`src/rtl/mux_pkg.sv`:
```
// Shared constants for the registered N-to-1 multiplexer and its arbiter.
package mux_pkg;
    localparam logic MODO_FIXO = 1'b0;
    localparam logic MODO_RR   = 1'b1;
    localparam int   CONT_W    = 16;
endpackage

```
`src/rtl/arbitro_rr.sv`:
```
// Combinational round-robin arbiter: first requesting channel at or after ptr, modulo CANAIS.
module arbitro_rr #(
    parameter int CANAIS = 4,
    localparam int SELW = $clog2(CANAIS)
) (
    input  logic [CANAIS-1:0] req,
    input  logic [SELW-1:0]   ptr,
    output logic [CANAIS-1:0] gnt,
    output logic [SELW-1:0]   gnt_idx,
    output logic              gnt_valid
);

    always_comb begin
        int c;
        gnt       = '0;
        gnt_idx   = '0;
        gnt_valid = 1'b0;
        c         = 0;
        for (int i = 0; i < CANAIS; i++) begin
            // ptr never exceeds CANAIS-1, so one subtraction is enough for the wrap
            c = 32'(ptr) + i;
            if (c >= CANAIS) c = c - CANAIS;
            if (!gnt_valid && req[c]) begin
                gnt[c]    = 1'b1;
                gnt_idx   = c[SELW-1:0];
                gnt_valid = 1'b1;
            end
        end
    end

endmodule

```
`src/rtl/multiplexador_nx1_reg.sv`:
```
// Registered N-to-1 mux with valid/ready per channel, fixed or round-robin select.
// Optional beat counter output contagem enabled by defining MUX_CONTADOR_EN.
module multiplexador_nx1_reg
    import mux_pkg::*;
#(
    parameter int LARGURA = 8,
    parameter int CANAIS  = 4,
    localparam int SELW   = $clog2(CANAIS)
) (
    input  logic                      clk,
    input  logic                      rst,
    input  logic                      modo,
    input  logic [SELW-1:0]           sel,
    input  logic [CANAIS*LARGURA-1:0] in_dado,
    input  logic [CANAIS-1:0]         in_valid,
    output logic [CANAIS-1:0]         in_ready,
    output logic [LARGURA-1:0]        out_dado,
    output logic [SELW-1:0]           out_canal,
    output logic                      out_valid,
    input  logic                      out_ready
`ifdef MUX_CONTADOR_EN
    ,
    output logic [CONT_W-1:0]         contagem
`endif
);

    logic [SELW-1:0]    ptr;
    logic [CANAIS-1:0]  rr_gnt, fix_gnt, gnt;
    logic [SELW-1:0]    rr_idx, gnt_idx;
    logic               rr_valid, gnt_valid;
    logic               pode_carregar, carga;
    logic [LARGURA-1:0] dado_sel;

    arbitro_rr #(.CANAIS(CANAIS)) u_arbitro (
        .req       (in_valid),
        .ptr       (ptr),
        .gnt       (rr_gnt),
        .gnt_idx   (rr_idx),
        .gnt_valid (rr_valid)
    );

    // An out-of-range sel matches no channel, so it never grants
    always_comb begin
        fix_gnt = '0;
        for (int c = 0; c < CANAIS; c++)
            if (32'(sel) == c) fix_gnt[c] = in_valid[c];
    end

    assign gnt           = (modo == MODO_RR) ? rr_gnt   : fix_gnt;
    assign gnt_idx       = (modo == MODO_RR) ? rr_idx   : sel;
    assign gnt_valid     = (modo == MODO_RR) ? rr_valid : |fix_gnt;
    assign pode_carregar = !out_valid || out_ready;
    assign carga         = pode_carregar && gnt_valid;
    assign in_ready      = (pode_carregar && !rst) ? gnt : '0;

    always_comb begin
        dado_sel = '0;
        for (int c = 0; c < CANAIS; c++)
            if (gnt[c]) dado_sel = in_dado[c*LARGURA +: LARGURA];
    end

    always_ff @(posedge clk or posedge rst) begin
        if (rst) begin
            out_valid <= 1'b0;
            out_dado  <= '0;
            out_canal <= '0;
            ptr       <= '0;
        end else if (carga) begin
            out_dado  <= dado_sel;
            out_canal <= gnt_idx;
            out_valid <= 1'b1;
            if (modo == MODO_RR)
                ptr <= (32'(gnt_idx) == CANAIS-1) ? '0 : gnt_idx + SELW'(1);
        end else if (out_ready) begin
            out_valid <= 1'b0;
        end
    end

`ifdef MUX_CONTADOR_EN
    always_ff @(posedge clk or posedge rst) begin
        if (rst)
            contagem <= '0;
        else if (out_valid && out_ready && contagem != '1)
            contagem <= contagem + CONT_W'(1);
    end
`endif

endmodule

```
`config.mk`:
```
export PLATFORM = sky130hd
export DESIGN_NAME = multiplexador_nx1_reg
export DESIGN_NICKNAME = d
export VERILOG_FILES = /design/src/rtl/mux_pkg.sv /design/src/rtl/arbitro_rr.sv /design/src/rtl/multiplexador_nx1_reg.sv
export SDC_FILE = /design/constraint.sdc
export NUM_CORES = 1
export LEC_CHECK = 0
export CORE_ASPECT_RATIO = 1.1
export CORE_MARGIN = 2
export CORE_UTILIZATION = 43
export DETAILED_ROUTE_END_ITERATION = 10
export PLACE_DENSITY = 0.9
export RECOVER_POWER = 50
export SYNTH_ARGS = -nofsm -noshare
export SYNTH_HDL_FRONTEND = slang
export SYNTH_HIERARCHICAL = 1
export SYNTH_SLANG_ARGS = --single-unit
```
`constraint.sdc`:
```
create_clock -name clk -period 3.16 [get_ports clk]
set_input_delay 0.474 -clock clk [delete_from_list [all_inputs] [get_ports clk]]
set_output_delay 0.474 -clock clk [all_outputs]
set_load 0.005 [all_outputs]
```
# --- Word-level counts from Yosys, hierarchy flattened ---
# Index checks and enable logic that the tools add are counted.
# W data, S select, Z words.
totals:
  register_bits: 13
  latch_bits: 0
  mem_bits_rw: 0
  romBits: 0
  input_bits: 42
  output_inout_bits: 15
  elab_cells: 101
  n_memories: 0
op_classes:
  add_sub_neg: 8
  mul: 0
  div: 0
  magnitude_cmp: 12
  n_eq_ne: 4
  shift: 0
  mux: 51
  n_bitwise: 3
  reduce_logical: 19
op_table:
  columns: ["operator", "count"]
  rows:
  - ["$ge A32 B1 Y1 const B", 4]
  - ["$lt A32 B4 Y1 const B", 4]
  - ["$mux W32", 4]
  - ["$ge A32 B4 Y1 const B", 3]
  - ["$sub A32 B4 Y32 const B", 3]
  - ["$mux W8", 4]
  - ["$mux W4", 6]
  - ["$mux W1", 23]
  - ["$mux W2", 6]
  - ["$or A4 B4 Y4", 3]
  - ["$logic_and A1 B1 Y1", 9]
  - ["$bmux W1 S2", 4]
  - ["$demux W1 S2", 4]
  - ["$add A2 B2 Y3 const B", 2]
  - ["$eq A2 B2 Y1 const B", 3]
  - ["$logic_not A1 Y1", 5]
  - ["$reduce_or A4 Y1", 1]
  - ["$sub A2 B3 Y4 const B", 1]
  - ["$add A2 B1 Y3 const B", 1]
  - ["$ge A2 B3 Y1 const B", 1]
  - ["$add A2 B1 Y2 const B", 1]
  - ["$eq A2 B1 Y1 const B", 1]
  - ["$logic_not A2 Y1", 1]
  - ["$reduce_and A2 Y1", 1]
  - ["2 further kinds", 2]

# --- Depth between registers and ports, before layout ---
# Gate-level depths: netlist of run 1.
depth:
  depth_word: 20
  mapped_depth: 14
  mapped_depth_nobuf: 11

# --- By module ---
# Netlist of run 1, hierarchy kept.
modules_own_cells:
  columns: ["mod", "instances", "cells_per_inst", "area_per_inst_um2", "seq_area_each_um2"]
  rows:
  - ["multiplexador_nx1_reg", 1, 112, 957.2, 325.3]
  - ["arbitro_rr", 1, 48, 460.4, 0.0]

# --- Worst setup path after synthesis of run 1 ---
# No wires, ideal clock.
synth_timing:
  path_type: "register to register"
  start: "reg ptr[0]"
  end: "reg out_dado[0]"
  setup_ps: 121
  t_arrival_ps: 2744
  required_time_ps: 3039
  path_slack_ps: 295
  path_stages_with_launch: 15
  path_buffers: 3
  synth_period_minus_slack_ps: 2865
  cell_sequence: "dfrtp_1 -> buf_6 -> inv_1 -> ha_1 -> mux4_2 -> buf_6 -> nor4b_4 -> a22oi_1 -> o21ai_0 -> nand2_1 -> nand2_1 -> or2_1 -> buf_1 -> a21oi_1 -> o22a_1"
synth_via:
  elab_cells_between_ends: 71
  cone_classes: "7 x add/sub; 12 x order compare; 38 x mux; 3 x bitwise; 11 x reduce/logical"
synth_rtl:
  columns: ["element", "line_no", "source"]
  rows:
  - ["start: declaration", "multiplexador_nx1_reg.sv:27", "logic [SELW-1:0] ptr;"]
  - ["start signal: assignment", "multiplexador_nx1_reg.sv:73", "ptr <= (32'(gnt_idx) == CANAIS-1) ? '0 : gnt_idx + SELW'(1);"]
  - ["parallel branches: the longest is 14 deep, another holds $sub A32 B4 Y32", null, null]
  - ["$mux W4 (*)", "arbitro_rr.sv:23", "if (!gnt_valid && req[c]) begin"]
  - ["net rr_gnt[3]", "multiplexador_nx1_reg.sv:28", "logic [CANAIS-1:0] rr_gnt, fix_gnt, gnt;"]
  - ["$mux W4 (*)", "multiplexador_nx1_reg.sv:49", "assign gnt = (modo == MODO_RR) ? rr_gnt : fix_gnt;"]
  - ["$mux W8 (*)", "multiplexador_nx1_reg.sv:59", "if (gnt[c]) dado_sel = in_dado[c*LARGURA +: LARGURA];"]
  - ["end signal: assignment", "multiplexador_nx1_reg.sv:69", "out_dado <= dado_sel;"]
  - ["end: declaration", "multiplexador_nx1_reg.sv:17", "output logic [LARGURA-1:0] out_dado,"]
# Mark *: on every way through the listed nets, which the timed path passes. The select of a mux whose other input is x is not followed.
# A chain may end at the register's enable or synchronous reset.

# --- Final worst setup path of run 1 ---
layout_timing:
  start: "reg ptr[1]"
  end: "out in_ready[1]"
layout_via:
  elab_chain_len: 17
  elab_cells_between_ends: 65
  cone_classes: "7 x add/sub; 12 x order compare; 33 x mux; 3 x bitwise; 10 x reduce/logical"
layout_lines:
  columns: ["element", "line_no", "source"]
  rows:
  - ["parallel branches: the longest is 14 deep, another holds $sub A32 B4 Y32", null, null]
  - ["$mux W4 (*)", "arbitro_rr.sv:23", null]
  - ["net rr_gnt[1]", "multiplexador_nx1_reg.sv:28", null]
  - ["$mux W4 (*)", "multiplexador_nx1_reg.sv:49", null]
  - ["$mux W4 (*)", "multiplexador_nx1_reg.sv:54", "assign in_ready = (pode_carregar && !rst) ? gnt : '0;"]
  - ["end: declaration", "multiplexador_nx1_reg.sv:16", "output logic [CANAIS-1:0] in_ready,"]
# Marks and branches as above.

==> results of run 1 <==
cell usage in the layout (no fill, tap or decap), drive strengths merged, types with 2 or more instances in the layout:
master	Yosys	routed
clkdlybuf4s50	0	41
nand2	36	36
buf	7	33
a21oi	14	14
dfrtp	13	13
o211ai	9	9
nand4	8	8
o22a	8	8
a22oi	8	8
ha	8	8
o21ai	8	8
dlygate4sd3	0	7
inv	7	7
clkbuf	2	7
mux4	5	5
dlygate4sd2	0	5
mux2i	4	4
nor2	4	4
and3	2	2
mux2	2	2
what timing repair did:
action / 4_1_cts / 5_1_grt
setup buffers: 7 / 4
hold buffers: 0 / 0
gates resized for setup: 16 / 10
endpoints found under the setup margin: 4 / 4
pin swaps: 4 / 4
worst max-delay path, stage by stage (launching register included):
cell and delay, ns:
dfrtp_1 0.42, buf_6 0.14, mux4_2 0.54, nor4b_4 0.35, buf_4 0.16, buf_4 0.10, a22oi_1 0.05, o21ai_0 0.07
nand2_1 0.10, a21oi_2 0.15, clkdlybuf4s15_1 0.23
power by group through the flow:
stage	combinational, mW	clock (mW)	sequential (mW)
after detailed placement	1.28	0	0.305
after floorplan	0.760	0	0.315
after CTS	1.37	0.110	0.300
final	1.44	0.107	0.302
after global placement	1.24	0	0.303
after global routing	1.57	0.120	0.312
routing by layer:
metal	vias to the layer above	wire length (um)	track usage [%]
li1	777	-	-
met3	10	414	5.47
met1	752	1830	30.4
met5	-	0	0
met4	0	80	9.38
met2	76	2360	42.1
sequential cells by signal (all words and copies together) (netlist names):
| name | cells |
|---|---|
| out_dado | 8 |
| out_canal | 2 |
| ptr | 2 |
| out_valid | 1 |
worst max path at each step:
| stage | start | to | slack [ns] |
|---|---|---|---|
| global route | ptr[1]$_DFFE_PP0P_ | in_ready[0] | -0.05 |
| detailed placement | in_valid[1] | in_ready[0] | -0.39 |
| CTS | ptr[0]$_DFFE_PP0P_ | in_ready[0] | 0.0007 |
| global placement | in_valid[1] | in_ready[0] | -0.32 |
| floorplan | ptr[0]$_DFFE_PP0P_ | out_dado[0]$_DFFE_PP0P_ | 0.29 |
| finish | ptr[1]$_DFFE_PP0P_ | in_ready[1] | 0.10 |
final cells by class:
class,count,share of cell area [%]
Tap cell,34,1.89
Multi-Input combinational cell,131,45.3
Timing Repair Buffer,90,36.0
Sequential cell,13,14.5
Clock buffer,4,1.17
Inverter,7,1.17
cells by family (layout without fill, tap and decap cells):
kind of cell / after synthesis / count (layout) / share of synthesized area (%)
fa+ha+maj: 8 / 8 / 7.06
flops: 13 / 13 / 22.9
compound gates: 51 / 51 / 28.9
buf+inv: 16 / 101 / 6.09
mux: 11 / 11 / 13.2
simple gates: 60 / 60 / 21.3
xor+xnor: 1 / 1 / 0.618
==> flow_summary.toml, run 1 <==
[global_routing]
grt_pass1_vias = 1568
antenna_found_initial = 0
overflow = 0
track_usage_pct = 25.0
grt_max_degree = 21
grt_pass1_wl_um = 7270

[layout]
areaGrowthSynthToFinish_pct = 59.0
seqCellArea_um2 = 327
multi_input_area_um2 = 1020
layout.nets = 296
antenna_cells = 0
design_area_um2 = 2250
drive_above_1_share_pct = 26.5
post-route-util_pct = 72.7
fin_cells = 279
fillCellCount = 227

[pwr]
p_leak_nw = 0.955
power_density_nw_per_um2 = 822
p_switching_mw = 0.800
power_frac_comb_pct = 77.9
intPower_mw = 1.05
switching_share_pct = 43.2
vdd_ir_drop_max_mv = 0.542
power_mw = 1.85
clockPowerShare_pct = 5.8
seqPwrFrac_pct = 16.3

[critical_path]
path_class = "flip-flop to primary output"
reg2reg_depth = 13
r2r_start = "ptr[1]$_DFFE_PP0P_"
worstPathArrival_ns = 2.58
cp-end-kind = "primary output"
rrSetupSlack_ns = 0.27
cp.required_ns = 2.69
start_kind = "flip-flop"
r2r_end = "out_dado[2]$_DFFE_PP0P_"
worstPathMaxFanout = 3

[yosys]
syn-num-nets = 210
synthTopCellsByArea = "dfrtp_1, nand2_1, ha_1"
yosys.area.top_type = "dfrtp_1"
synth_top_flop_cell = "dfrtp_1"
ys_seq_area_share_pct = 22.9
synthTopCellsByCount = "nand2_1, a21oi_1, dfrtp_1"
synth.most_common_cell = "nand2_1"
synth_top_area_share_pct = 22.9
ys_types = 38
ys_ff_latch = 13
async_flop_share_pct = 100
syn_avg_cell_area_um2 = 8.86
synth_edf_count = 0
synthCells = 160
synth_area_um2 = 1420
yosys_warnings = 6

[placed_design]
post_dp_cell_area_um2 = 2150
gp_congestion = 0.883
place_ws_ns = -0.388
dp_hpwl_um = 3420
numPlacedInstances = 264
port_buffers = 56

[timing]
hold_viol = 0
setup_viol = 0
timing.final.crit_share_pct = 96.8
fin_skew_ns = 0.0123
fmax_mhz = 327
worst_slack_ns = 0.102
tns_ns = 0
finalMaxSlewViolations = 0
slew_headroom_pct = 31.9
hold_slack_ns = 0.511
period_needed_ns = 3.06
tightest_slew_ns = 1.02

[floorplanning]
core_area_um2 = 3100
pin_count = 57
dieWidth_um = 58.7
die_area_um2 = 3770
num_rows = 21
fp.dieH_um = 64.2
initial_core_util_pct = 45.7

[flow_run]
max_cap_violations = 0

[clocking]
clkLatencyLatePin_ns = 0.28
clk_pin_slew_worst_paths_ns = 0.09
clockBufferDepth = 2
cts_buffers = 3
htreeDepth = 1
cts.sinks = 13
cts_tree = "done"
cts-root-buf = "clkbuf_4"

[worst_hold_path]
hold_path_depth = 1
min_from = "out_dado[6]$_DFFE_PP0P_"
min_path_type = "flip-flop to flip-flop"
hold_end = "out_dado[6]$_DFFE_PP0P_"

[detailed_routing]
dr.pass1.iters = 8
vias = 1615
post_drt_wl_per_cell_um = 16.8
vias_per_cell = 5.79
initialDrtViolationCount = 94
antenna_left = 0
drc_errors = 6
routed_wl_um = 4680

[run_status]
status = "complete, but fails checks"
violations = "DRC"
Note: power is estimated with default switching activity, not from simulation.
==> run 2: changes to the inputs <==
ABC_CLOCK_PERIOD_IN_PS = 3160   (was unset)
CTS_CLUSTER_SIZE = 25   (was unset)
==> results of run 2 <==
The final DEF is identical to that of run 1; final timing and power are the same.
==> run 3: changes to the inputs <==
PLACE_DENSITY = 0.8   (was 0.9)
SLEW_MARGIN = 10   (was unset)
==> run 3 against run 2 <==
Effect of this change:
- flip-flop and latch count is the same
- die area is the same
- utilization grew 2.3 points
- via count grew 4.2%
- global-route usage grew 1.3 points
- highest routed layer unchanged
- the flow still finishes with violations (DRC)
- hold slack is essentially flat
- register-to-register slack lost 0.02 ns
- count of clock-buffer cells in the layout shrank 1
- clock power is essentially flat
==> flow_summary.toml, run 3 (same netlist as run 1, synthesis figures left out) <==
[run_status]
status = "complete, but fails checks"
violations = "DRC"

[clocking]
cts-root-buf = "clkbuf_4"
clockBufferDepth = 2
clkLatencyLatePin_ns = 0.28
htreeDepth = 1
cts_tree = "done"
cts.sinks = 13
clk_pin_slew_worst_paths_ns = 0.09
cts_buffers = 3

[floorplanning]
num_rows = 21
die_area_um2 = 3770
dieWidth_um = 58.7
initial_core_util_pct = 45.7
fp.dieH_um = 64.2
pin_count = 57
core_area_um2 = 3100

[global_routing]
grt_pass1_wl_um = 7780
overflow = 0
track_usage_pct = 26.3
antenna_found_initial = 0
grt_pass1_vias = 1682
grt_max_degree = 21

[detailed_routing]
routed_wl_um = 4900
vias = 1683
post_drt_wl_per_cell_um = 17.2
vias_per_cell = 5.91
dr.pass1.iters = 7
antenna_left = 0
drc_errors = 3
initialDrtViolationCount = 70

[layout]
layout_common_cells = "clkdlybuf4s50_1, buf_4, nand2_1"
seqCellArea_um2 = 327
layout.nets = 302
fillCellCount = 240
areaGrowthSynthToFinish_pct = 63.9
largestRegisters = "out_dado (8), out_canal (2), ptr (2)"
largest_reg_flops = 8
drive_above_1_share_pct = 29.5
multi_input_area_um2 = 1040
design_area_um2 = 2320
top_register = "out_dado"
antenna_cells = 0
layout_commonest_cell = "clkdlybuf4s50_1"

[critical_path]
cp-end-kind = "primary output"
r2r_end = "out_dado[2]$_DFFE_PP0P_"
reg2reg_depth = 15
path_class = "flip-flop to primary output"
startpoint = "ptr[0]$_DFFE_PP0P_"
start_kind = "flip-flop"
worstPathMaxFanout = 5
cp.required_ns = 2.69
cp_slowest_cell = "dfrtp_1"
crit_chain = "inv_2 -> ha_4 -> mux4_2 -> buf_4 -> and2b_2 -> a22oi_1 -> o21ai_1 -> nand2_1 -> o41ai_4 -> and3_1 -> dlymetal6s2s_1"
cp_slowest_stage_delay_ns = 0.42
rrSetupSlack_ns = 0.25
r2r_start = "ptr[0]$_DFFE_PP0P_"
worstPathArrival_ns = 2.61

[timing]
rsz0062_at_grt = "yes"
fin_skew_ns = 0.00472
worst_slack_ns = 0.0784
period_needed_ns = 3.08
slew_headroom_pct = 28.8
tightest_slew_ns = 1.07
timing.final.crit_share_pct = 97.5
finalMaxSlewViolations = 0
fmax_mhz = 325
hold_viol = 0
setup_viol = 0

[placed_design]
place_ws_ns = -0.327
post_dp_cell_area_um2 = 2170
port_buffers = 56
gp_congestion = 0.817
dp_hpwl_um = 3650

[worst_hold_path]
hold_end = "out_dado[0]$_DFFE_PP0P_"
hold_path_depth = 1
min_from = "out_dado[0]$_DFFE_PP0P_"
min_path_type = "flip-flop to flip-flop"

[flow_run]
max_cap_violations = 0

[pwr]
power_mw = 1.95
p_leak_nw = 1.01
power_density_nw_per_um2 = 839
vdd_ir_drop_max_mv = 0.495
==> run 3: changes by cell type in the layout (fill, tap and decap cells not counted), moves of 2 or more <==
cell             delta
clkdlybuf4s50_1     +6
buf_6               +2
dlygate4sd3_1       -6
buf_4               +6
clkbuf_1            -2
==> run 3: worst max-delay path, delay by kind of cell, from the launching register on <==
kind / cells / cell delay, ns
compound gates: 3 / 0.34
fa+ha+maj: 1 / 0.28
buf+inv: 3 / 0.36
flops: 1 / 0.42
mux: 1 / 0.35
simple gates: 3 / 0.59
==> run 3: cell type report <==
cell class / instances / area share [%]
flip-flops and latches: 13 / 14.1
multi-input cells: 131 / 44.7
inverters: 7 / 1.13
repair buffers: 96 / 37.1
well taps: 34 / 1.83
clock inverters: 1 / 0.215
clock buffers: 3 / 0.969
==> run 3: how the worst max path moves through the flow <==
stage / cells past startpoint / slack, ns / to
floorplan: 14 / 0.29 / out_dado[0]$_DFFE_PP0P_
global placement: 9 / -0.30 / in_ready[0]
detailed placement: 10 / -0.33 / in_ready[2]
CTS: 9 / -0.12 / in_ready[0]
global route: 12 / -0.05 / in_ready[2]
finish: 11 / 0.08 / in_ready[0]
==> run 3: timing repair <==
action | in CTS | in global routing
setup buffers | 9 | 5
hold buffers | 0 | 0
gates resized for setup | 18 | 12
setup endpoints to repair | 4 | 11
pin swaps | 4 | 6
==> run 3: per-layer routing <==
metal	wire length [um]	up-vias	global-route usage, %
met5	0	-	0
met4	71	0	7.10
met3	374	8	5.47
met2	2630	79	44.7
met1	1820	811	33.2
li1	-	785	-
==> run 3: per-stage QoR <==
stage               utilization (%)  hold WS [ns]  TNS [ns]  std cells
finish                         74.9         0.511         0        285
global route                   74.9         0.532   -0.0851        285
CTS                            73.1         0.479    -0.124        282
detailed placement             70.0         0.496     -2.13        269
global placement               70.0         0.493     -1.15        269
floorplan                         -         0.369         0        160
==> run 3: power breakdown <==
group          internal [mW]  switching (mW)  total [mW]  leakage, nW
logic                  0.830           0.711        1.54        0.839
registers              0.249          0.0546       0.303        0.150
clock network         0.0470          0.0577       0.105       0.0177
total                   1.13           0.824        1.95         1.01
